`config.mk`:
```
export PLATFORM = sky130hd
export DESIGN_NAME = slot_supervisor
export DESIGN_NICKNAME = d
export VERILOG_FILES = /design/src/rtl/slot_supervisor.sv
export SDC_FILE = /design/constraint.sdc
export NUM_CORES = 1
export LEC_CHECK = 0
export BUFFER_PORTS_ARGS = -buffer_cell sky130_fd_sc_hd__buf_2
export CAP_MARGIN = 40
export CORE_UTILIZATION = 45
export CTS_BUF_LIST = sky130_fd_sc_hd__clkbuf_8
export DETAILED_ROUTE_END_ITERATION = 12
export GPL_ROUTABILITY_DRIVEN = 0
export SKIP_LAST_GASP = 1
export SYNTH_ARGS = -nofsm -noshare
export SYNTH_HDL_FRONTEND = slang
export SYNTH_SLANG_ARGS = --single-unit
```
`constraint.sdc`:
```
create_clock -name clk -period 2.3 [get_ports clk]
set_input_delay 0.23 -clock clk [delete_from_list [all_inputs] [get_ports clk]]
set_output_delay 0.23 -clock clk [all_outputs]
set_load 0.05 [all_outputs]
```
`src/rtl/slot_supervisor.sv`:
```
// Per-slot watchdog and restart controller for the 4-slot barrel-threaded J1.
// Snoops the core I/O write bus and drives kill_slot_rq back into the core.
module slot_supervisor #(
    parameter int          WDT_W     = 16,
    parameter logic [15:0] KICK_ADDR = 16'h4000,
    parameter logic [15:0] KILL_ADDR = 16'h8000
) (
    input  logic        clk,
    input  logic        reset,
    input  logic [1:0]  io_slot,
    input  logic        io_wr,
    input  logic [15:0] io_addr,
    input  logic [15:0] dout,
    input  logic [3:0]  host_kill,
    input  logic [3:0]  host_park,
    input  logic [3:0]  host_clr,
    output logic [3:0]  kill_slot_rq,
    output logic [3:0]  wdt_armed,
    output logic [3:0]  wdt_fired,
    output logic [3:0]  parked
);

    logic [3:0] r_parked;
    logic       w_kick_wr;
    logic       w_kill_wr;

    assign w_kick_wr = io_wr && (io_addr == KICK_ADDR);
    assign w_kill_wr = io_wr && (io_addr == KILL_ADDR);
    assign parked    = r_parked;

    always_ff @(posedge clk) begin
        if (reset) r_parked <= 4'h0;
        else       r_parked <= host_park;
    end

    for (genvar s = 0; s < 4; s++) begin : g_slot
        logic [WDT_W-1:0] r_cnt;
        logic             r_fired;
        logic             r_kill;
        logic             w_own;
        logic             w_kick;
        logic             w_tick;
        logic             w_exp;
        logic             w_kill;

        assign w_own  = (io_slot == 2'(s));
        assign w_kick = w_kick_wr && w_own && !r_parked[s];
        // A kick on the slot's own visit reloads instead of decrementing.
        assign w_tick = w_own && (r_cnt != '0) && !w_kick && !r_parked[s];
        assign w_exp  = w_tick && (r_cnt == WDT_W'(1));
        assign w_kill = w_exp || (w_kill_wr && dout[s]) || host_kill[s];

        always_ff @(posedge clk) begin
            if (reset) begin
                r_cnt   <= '0;
                r_fired <= 1'b0;
                r_kill  <= 1'b0;
            end else begin
                r_kill <= w_kill || r_parked[s];
                if (w_kill || r_parked[s])
                    r_cnt <= '0;
                else if (w_kick)
                    r_cnt <= dout[WDT_W-1:0];
                else if (w_tick)
                    r_cnt <= r_cnt - 1'b1;
                // Expiry beats a same-cycle host clear.
                if (w_exp)
                    r_fired <= 1'b1;
                else if (host_clr[s])
                    r_fired <= 1'b0;
            end
        end

        assign wdt_armed[s]    = (r_cnt != '0);
        assign wdt_fired[s]    = r_fired;
        assign kill_slot_rq[s] = r_kill;
    end

endmodule
```
==> results of run 1 <==
-- worst paths after layout --
kind                                           to  slack (ns)  cells after the start
setup / recovery                     wdt_armed[1]        0.11                      4
hold / removal               parked[2]$_SDFF_PP0_        0.06                      2
setup reg to reg  g_slot[0].r_cnt[3]$_SDFFE_PP0P_        0.15                      8
hold reg to reg    g_slot[0].r_fired$_SDFFE_PP0P_        0.48                      2
-- per-stage QoR --
stage	power (mW)	hold slack [ns]	cell area (sq um)
2_1_floorplan	1.47	0.302	4950
3_3_place_gp	1.59	0.437	5630
3_5_place_dp	1.59	0.446	5630
4_1_cts	2.58	0.0435	5820
5_1_grt	2.66	0.0638	5840
6_report	2.56	0.0592	5840
-- what timing repair did --
action	CTS	global route
hold buffers	0	0
setup buffers	0	0
resized for setup	0	4
endpoints found under the setup margin	0	16
-- state kept, by name, summed over array words and instances, names as in the netlist --
register,flops
g_slot.r_fired,4
g_slot.r_cnt,64
parked,4
g_slot.r_kill,4
-- power by group --
group,leakage [nW],internal (mW),total (mW),switching [mW]
Combinational,1.38,0.0762,0.240,0.164
Sequential,0.614,1.32,1.33,0.00555
Clock,0.106,0.468,0.997,0.529
-- worst register-to-register path: stages (launching register included) --
cell,delay (ns)
dfxtp_1,0.44
inv_1,0.09
ha_1,0.21
nor4b_1,0.16
nand4_1,0.13
nand2_1,0.12
or4_1,0.45
or3_1,0.35
a31oi_1,0.14
-- logic make-up (layout without fill, tap and decap cells) --
logic type | after synthesis | after routing | synth area share, %
buffers and inverters | 52 | 147 | 5.69
flip-flops | 76 | 76 | 30.7
AO/OA/AOI/OAI | 196 | 196 | 25.8
AND/OR/NAND/NOR | 283 | 283 | 32.8
adder cells (fa/ha/maj) | 12 | 12 | 3.03
XOR/XNOR | 11 | 11 | 1.95
-- cell usage after synthesis, types with 9 or more instances --
master,number
nor2_1,58
a211oi_1,18
a21oi_2,17
o21ai_0,42
a21oi_1,41
and3_1,9
nor3_1,24
dfxtp_1,76
ha_1,12
buf_2,11
inv_1,14
nand2_1,61
clkbuf_1,14
a31oi_1,28
buf_4,9
nand3_1,22
nor4_1,9
nand4_1,19
a22oi_1,15
-- per-layer routing --
layer | wire (um) | vias up
met2 | 7210 | 221
met5 | 0 | -
met4 | 744 | 0
li1 | - | 2543
met3 | 1260 | 41
met1 | 7460 | 2539
-- cell type report --
cell class	count	share of cell area, %
Inverter	14	0.900
Timing Repair Buffer	117	12.7
Multi-Input combinational cell	502	54.3
Clock buffer	12	2.83
Clock inverter	4	0.279
Tap cell	136	2.92
Sequential cell	76	26.1
==> impl_metrics.toml, run 1 <==
[floorplan]
die_area_sq_um = 11400
die_w_um = 107
die_h_um = 107
fp-row-count = 37
coreArea_sq_um = 10500
start_util_pct = 47.1
ios = 65

[cts]
clkTransAtPathRegs_ns = 0.08
cts-buffers-inserted = 9
cts_buffer_depth = 2
clk_latency_ns = 0.38
cts_root_buf = "clkbuf_8"
htreeDepth = 3
cts.sinks = 76
cts_tree = "built"

[setup_path]
slowest_delay_ns = 0.39
path_cells = "nor3_1 > and3_1 > nand3_1 > buf_2"
critPathLaunchType = "flop"
cp-startpoint = "g_slot[1].r_cnt[5]$_SDFFE_PP0P_"
required_ns = 2.07
slowest_stage = "dfxtp_1"
timing.critical_path.buf_inv = 1
worstPathMaxFanout = 7
crit_type = "reg -> out"
end_kind = "output port"
arrival_ns = 1.96
critPathTopFamily = "simple AND/OR/NAND/NOR gates"
regToRegStartpoint = "g_slot[0].r_cnt[0]$_SDFFE_PP0P_"

[placed_design]
dp.cells = 845
dp_slack_ns = 0.121
port_buffers = 64
dp_hpwl_um = 12200

[layout]
diodes = 0
final_common_cell = "dfxtp_1"
final_nets = 781
final_cell_mix = "76 x dfxtp_1, 64 x buf_2, 61 x nand2_1"
fin_util_pct = 55.5
multi_input_area_sq_um = 3170
nFillCells = 987
final_cells = 861
seq_area_sq_um = 1520
area_growth_pct = 17.9
layout-drive-gt1-share_pct = 25.2

[routing]
drt_iter0_markers = 335
avgViaCountPerCell = 6.21
wire_per_inst_um = 19.4
routed-via-count = 5344
drtPass1Iterations = 5
wirelength_um = 16700
antenna_left = 0
post-route-drc-count = 0

[global_routing]
overflow = 0
grt_pass1_vias = 4982
grt.met1_usage_pct = 40.7
grt_antenna_before_repair = 0
grt_pass1_wl_um = 26400
gr-usage-met3_pct = 5.71
grt.busiest_layer = "met2"
grt.total_usage_pct = 30.4
grtUsageMet2_pct = 45.6
grt_start_max_net_pins = 17

[yosys]
synth_area_leaders = "dfxtp_1 31%, nand2_1 4.6%, nor2_1 4.4%, o21ai_0 4.2%, a21oi_1 4.1%"
synth_ff_type = "dfxtp_1"
yosysTopAreaCell = "dfxtp_1"
synthArstFlopShare_pct = 0
yosysTopAreaCellShare_pct = 30.7
synth_edf_count = 0
ys_ff_latch = 76
seq_area_frac_synth_pct = 30.7
netlist_instances = 630
syn_avg_cell_area_sq_um = 7.86
yosys_warnings = 0
synth.cell_area_sq_um = 4950
synth_cell_types = 68
syn_nets = 691

[sta]
fin_skew_ns = 0.00599
fin_setup_tns_ns = 0
slew_headroom_pct = 53.1
worst_pin_slew_ns = 0.701
finalHoldViolations = 0
setup_viol = 0
post-route-min-period_ns = 2.19
setup_slack_ns = 0.108
clock.fmax_mhz = 456
slew_violations = 0
rsz0062_at_grt = "false"
finalCritPeriodShare_pct = 95.3

[run]
drv_cap = 0

[run_status]
status = "complete, no violations"

[hold_path]
hold_path_class = "in -> reg"
hp-start = "host_park[2]"

[pwr]
power_density_nw_per_um2 = 439
p_leak_nw = 2.10
ir_drop_mv = 0.284
Power figures use the tool's default switching activity.
==> run 2: changes to the inputs <==
--- a/config.mk
+++ b/config.mk
@@ -11,6 +11,8 @@
 export CTS_BUF_LIST = sky130_fd_sc_hd__clkbuf_8
 export DETAILED_ROUTE_END_ITERATION = 12
 export GPL_ROUTABILITY_DRIVEN = 0
+export GPL_TIMING_DRIVEN = 0
+export REMOVE_ABC_BUFFERS = 1
 export SKIP_LAST_GASP = 1
 export SYNTH_ARGS = -nofsm -noshare
 export SYNTH_HDL_FRONTEND = slang
==> run 2 against run 1 <==
Net effect:
- sequential power about the same
- via count down 2.7%
- utilization down 1.8 points
- hold slack improved by 0.0039 ns
- total power grew 4.4%
- sequential cell count unchanged
- critical path depth grew 4
- critical path type is now in -> reg
==> impl_metrics.toml, run 2 (synthesized netlist as in run 1, its figures left out) <==
[cts]
cts_root_buf = "clkbuf_8"
cts-buffers-inserted = 9
cts_tree = "built"
clk_latency_ns = 0.37
cts_hold_buffers = 0
clkTransAtPathRegs_ns = 0.08
cts.sinks = 76
htreeDepth = 3
cts_buffer_depth = 2

[setup_path]
crit_type = "in -> reg"
slowest_delay_ns = 0.61
arrival_ns = 2.46
end_kind = "flop"
required_ns = 2.55
critPathTopFamily = "simple AND/OR/NAND/NOR gates"
slowest_stage = "nor2_2"
timing.critical_path.buf_inv = 2
critPathLaunchType = "input port"
worstPathMaxFanout = 14
path_cells = "buf_2 > nor3b_1 > nand4_1 > nor2_2 > buf_8 > nor2_1 > a32oi_1 > a21oi_2"

[floorplan]
start_util_pct = 47.1
coreArea_sq_um = 10500
die_h_um = 107
die_w_um = 107
ios = 65
die_area_sq_um = 11400
fp-row-count = 37

[layout]
seq_area_sq_um = 1520
final_nets = 740
nFillCells = 1025
largest_reg_flops = 64
fin_area_sq_um = 5650
diodes = 0
multi_input_area_sq_um = 3270
largest-register = "g_slot.r_cnt"
final_cell_mix = "75 x dfxtp_1, 63 x buf_2, 61 x nand2_1"
area_growth_pct = 14.1
fin_util_pct = 53.8
layout-drive-gt1-share_pct = 23.0
final_common_cell = "dfxtp_1"

[routing]
routed-via-count = 5199
drt_iter0_markers = 381
post-route-drc-count = 0
wire_per_inst_um = 20.2
avgViaCountPerCell = 6.34
wirelength_um = 16600
antenna_left = 0
drtPass1Iterations = 5

[sta]
rsz0062_at_grt = "true"
finalHoldViolations = 0
fin_skew_ns = 0.0139
clock.fmax_mhz = 452
slew_violations = 0
post-route-min-period_ns = 2.21
finalCritPeriodShare_pct = 96.1
worst_pin_slew_ns = 0.859
slew_headroom_pct = 42.6
setup_viol = 0

[global_routing]
overflow = 0
grt_antenna_before_repair = 0
grt_pass1_vias = 4833
grt_pass1_wl_um = 26200
grt.total_usage_pct = 30.2
grt_start_max_net_pins = 23

[run_status]
status = "complete, no violations"

[hold_path]
hold_path_class = "in -> reg"

[pwr]
power_density_nw_per_um2 = 474
total_power_mw = 2.68
p_leak_nw = 1.93
ir_drop_mv = 0.262

[placed_design]
dp_hpwl_um = 11300
placed_area_sq_um = 5250
port_buffers = 64

[run]
drv_cap = 0
[run 2: timing repair]
action                     in CTS  in global routing
buffers inserted                8                  0
pin swaps                       3                  0
resized for setup               7                 18
cloned                          1                  0
setup endpoints to repair      54                 57
[run 2: routing by layer]
| layer | routed length, um | up-vias | track usage [%] |
|---|---|---|---|
| li1 | - | 2472 | - |
| met1 | 7290 | 2449 | 41.5 |
| met2 | 7390 | 240 | 45.4 |
| met3 | 1350 | 38 | 4.98 |
| met4 | 564 | 0 | 15.1 |
| met5 | 0 | - | 0 |
[run 2: worst reg2reg max path, stage by stage (launching register included)]
cell      delay (ns)
dfxtp_1         0.40
or4_4           0.60
nor3_4          0.20
nand4_1         0.18
o31a_1          0.33
nand2b_4        0.25
a221oi_1        0.09
[run 2: path summary, 6_finish.rpt]
check                                                startpoint                              end  slack [ns]  cells past startpoint
worst min register to register   g_slot[1].r_fired$_SDFFE_PP0P_   g_slot[1].r_fired$_SDFFE_PP0P_        0.47                      2
worst max register to register  g_slot[3].r_cnt[5]$_SDFFE_PP0P_  g_slot[3].r_cnt[1]$_SDFFE_PP0P_        0.10                      6
worst min-delay path                               host_park[1]             parked[1]$_SDFF_PP0_        0.06                      2
worst max-delay path                                 io_addr[1]  g_slot[3].r_cnt[3]$_SDFFE_PP0P_        0.09                      8
[run 2: metrics by stage]
stage,std cells,hold WS [ns],worst slack (ns),setup TNS [ns]
detailed placement,795,0.455,-0.856,-35.31
floorplan,592,0.299,-0.625,-10.89
finish,820,0.0631,0.0893,0
global placement,792,0.440,-1.61,-75.40
global route,820,0.0630,-0.0101,-0.0136
CTS,820,0.0620,0.0149,0
[run 2: cell type report]
type                       instances  share of cell area [%]
clock buffer                      12                    2.92
clock inverter                     4                   0.842
inverter                          14                   0.930
multi-input combinational        503                    57.8
sequential                        76                    27.0
tap                              136                    3.01
timing repair buffer              75                    7.53
[run 2: power by group]
group / switching [mW] / internal, mW
sequential: 0.00467 / 1.32
clock: 0.536 / 0.587
combinational: 0.163 / 0.0626
==> run 3: changes to the inputs <==
--- a/config.mk
+++ b/config.mk
@@ -8,7 +8,6 @@
 export BUFFER_PORTS_ARGS = -buffer_cell sky130_fd_sc_hd__buf_2
 export CAP_MARGIN = 40
 export CORE_UTILIZATION = 45
-export CTS_BUF_LIST = sky130_fd_sc_hd__clkbuf_8
 export DETAILED_ROUTE_END_ITERATION = 12
 export GPL_ROUTABILITY_DRIVEN = 0
 export GPL_TIMING_DRIVEN = 0
==> run 3 against run 2 <==
Net effect:
- hold slack got worse by 0.00054 ns
- routed wire length increased by 0.11%
- count of clock-buffer cells in the layout increased by 1
- first-iteration DRC count increased by 0.79%
- global-route usage unchanged
- non-clock buffer count unchanged
- utilization unchanged
- total power increased by 0.13%
- combinational power about the same
- maximum frequency increased by 0.16%
- cell area unchanged
- critical endpoint is now wdt_armed[2]
==> impl_metrics.toml, run 3 (synthesized netlist as in run 1, its figures left out) <==
[global_routing]
grt_pass1_vias = 4833
grt_pass1_wl_um = 26200
grt_start_max_net_pins = 23
grt_antenna_before_repair = 0
grt.total_usage_pct = 30.2
overflow = 0

[setup_path]
crit_type = "reg -> out"
required_ns = 2.07
path_cells = "nor4_2 > nand4_1 > or2_2 > buf_2"
slowest_stage = "or2_2"
critPathLaunchType = "flop"
end_kind = "output port"
worstPathMaxFanout = 5
arrival_ns = 1.98
slowest_delay_ns = 0.41

[sta]
post-route-min-period_ns = 2.21
setup_slack_ns = 0.0929
slew_headroom_pct = 42.3
finalHoldViolations = 0
worst_pin_slew_ns = 0.865
clock.fmax_mhz = 453
setup_viol = 0
slew_violations = 0
rsz0062_at_grt = "true"
finalCritPeriodShare_pct = 96.0
fin_skew_ns = 0.0138

[placed_design]
dp_slack_ns = -0.856
dp_hpwl_um = 11300
port_buffers = 64
placed_area_sq_um = 5250

[cts]
clk_latency_ns = 0.37
cts.sinks = 76
clkTransAtPathRegs_ns = 0.08
htreeDepth = 3
cts-buffers-inserted = 9
cts_root_buf = "clkbuf_8"
cts_buffer_depth = 2
cts_tree = "built"
cts_hold_buffers = 0

[pwr]
clkPwrFrac_pct = 42.0
p_int_mw = 1.98
p_sw_uw = 703
power_density_nw_per_um2 = 474
p_leak_nw = 1.93
p_sw_share_pct = 26.2
combPwrFrac_pct = 8.4
ir_drop_mv = 0.262
pwr-share-seq_pct = 49.5

[floorplan]
coreArea_sq_um = 10500
ios = 65
die_w_um = 107
fp-row-count = 37
start_util_pct = 47.1
die_area_sq_um = 11400
die_h_um = 107

[routing]
wirelength_um = 16600
drt-met1-wl_um = 7250
wl_met2_um = 7350
antenna_left = 0
drt_iter0_markers = 384
avgViaCountPerCell = 6.31
highest_layer = "met4"
drtPass1Iterations = 5
routed-via-count = 5173
post-route-drc-count = 0
wl_met3_um = 1420
wire_per_inst_um = 20.3

[layout]
final_nets = 740
nFillCells = 1025
largest_reg_flops = 64
final_common_cell = "dfxtp_1"
fin_area_sq_um = 5650
area_growth_pct = 14.1
diodes = 0
layout-drive-gt1-share_pct = 23.0
final_cell_mix = "75 x dfxtp_1, 63 x buf_2, 61 x nand2_1"
largest-register = "g_slot.r_cnt"

[run_status]
status = "complete, no violations"

[hold_path]
hold_path_class = "in -> reg"

[run]
drv_cap = 0
[run 3: power groups by stage]
stage	logic, mW	clock network, mW	registers, mW
after global placement	0.214	0	1.36
after floorplan	0.0620	0	1.39
after detailed placement	0.214	0	1.36
after CTS	0.219	1.14	1.33
after global routing	0.236	1.20	1.33
final	0.226	1.13	1.33
[run 3: timing repair]
item                                    in CTS  in global routing
endpoints found under the setup margin      54                 57
pin swaps                                    3                  0
resized for setup                            7                 18
setup buffers                                8                  0
cloned                                       1                  0
[run 3: critical path, delay by kind of cell, from the launching register on]
family	cells	cell delay, ns
flops	1	0.35
simple gates	3	1.04
buf+inv	1	0.23
[run 3: worst paths after layout]
kind / startpoint / to / slack [ns] / cells after the start
max: g_slot[2].r_cnt[10]$_SDFFE_PP0P_ / wdt_armed[2] / 0.09 / 4
max reg2reg: g_slot[3].r_cnt[5]$_SDFFE_PP0P_ / g_slot[3].r_cnt[1]$_SDFFE_PP0P_ / 0.09 / 6
min: host_park[1] / parked[1]$_SDFF_PP0_ / 0.06 / 2
min reg2reg: g_slot[1].r_fired$_SDFFE_PP0P_ / g_slot[1].r_fired$_SDFFE_PP0P_ / 0.47 / 2
[run 3: layout make-up]
type                            instances  area, sq um  area share (%)
Sequential cell                        76         1520            27.0
Tap cell                              136          170            3.01
Clock inverter                          3         43.8           0.775
Clock buffer                           13          169            2.99
Inverter                               14         52.6           0.930
Multi-Input combinational cell        503         3270            57.8
Timing Repair Buffer                   75          425            7.53
[run 3: metrics by stage]
stage	total power [mW]	instances	hold slack (ns)	util [%]	setup TNS [ns]
floorplan	1.45	592	0.299	-	-10.89
global placement	1.57	792	0.440	49.6	-75.40
detailed placement	1.57	795	0.455	49.9	-35.31
CTS	2.69	820	0.0623	53.1	0
global route	2.77	820	0.0630	53.8	-0.0136
finish	2.68	820	0.0625	53.8	0
[run 3: routing by layer]
metal	track usage, %	vias up
li1	-	2473
met1	41.5	2418
met2	45.4	241
met3	4.98	41
met4	15.1	0
met5	0	-
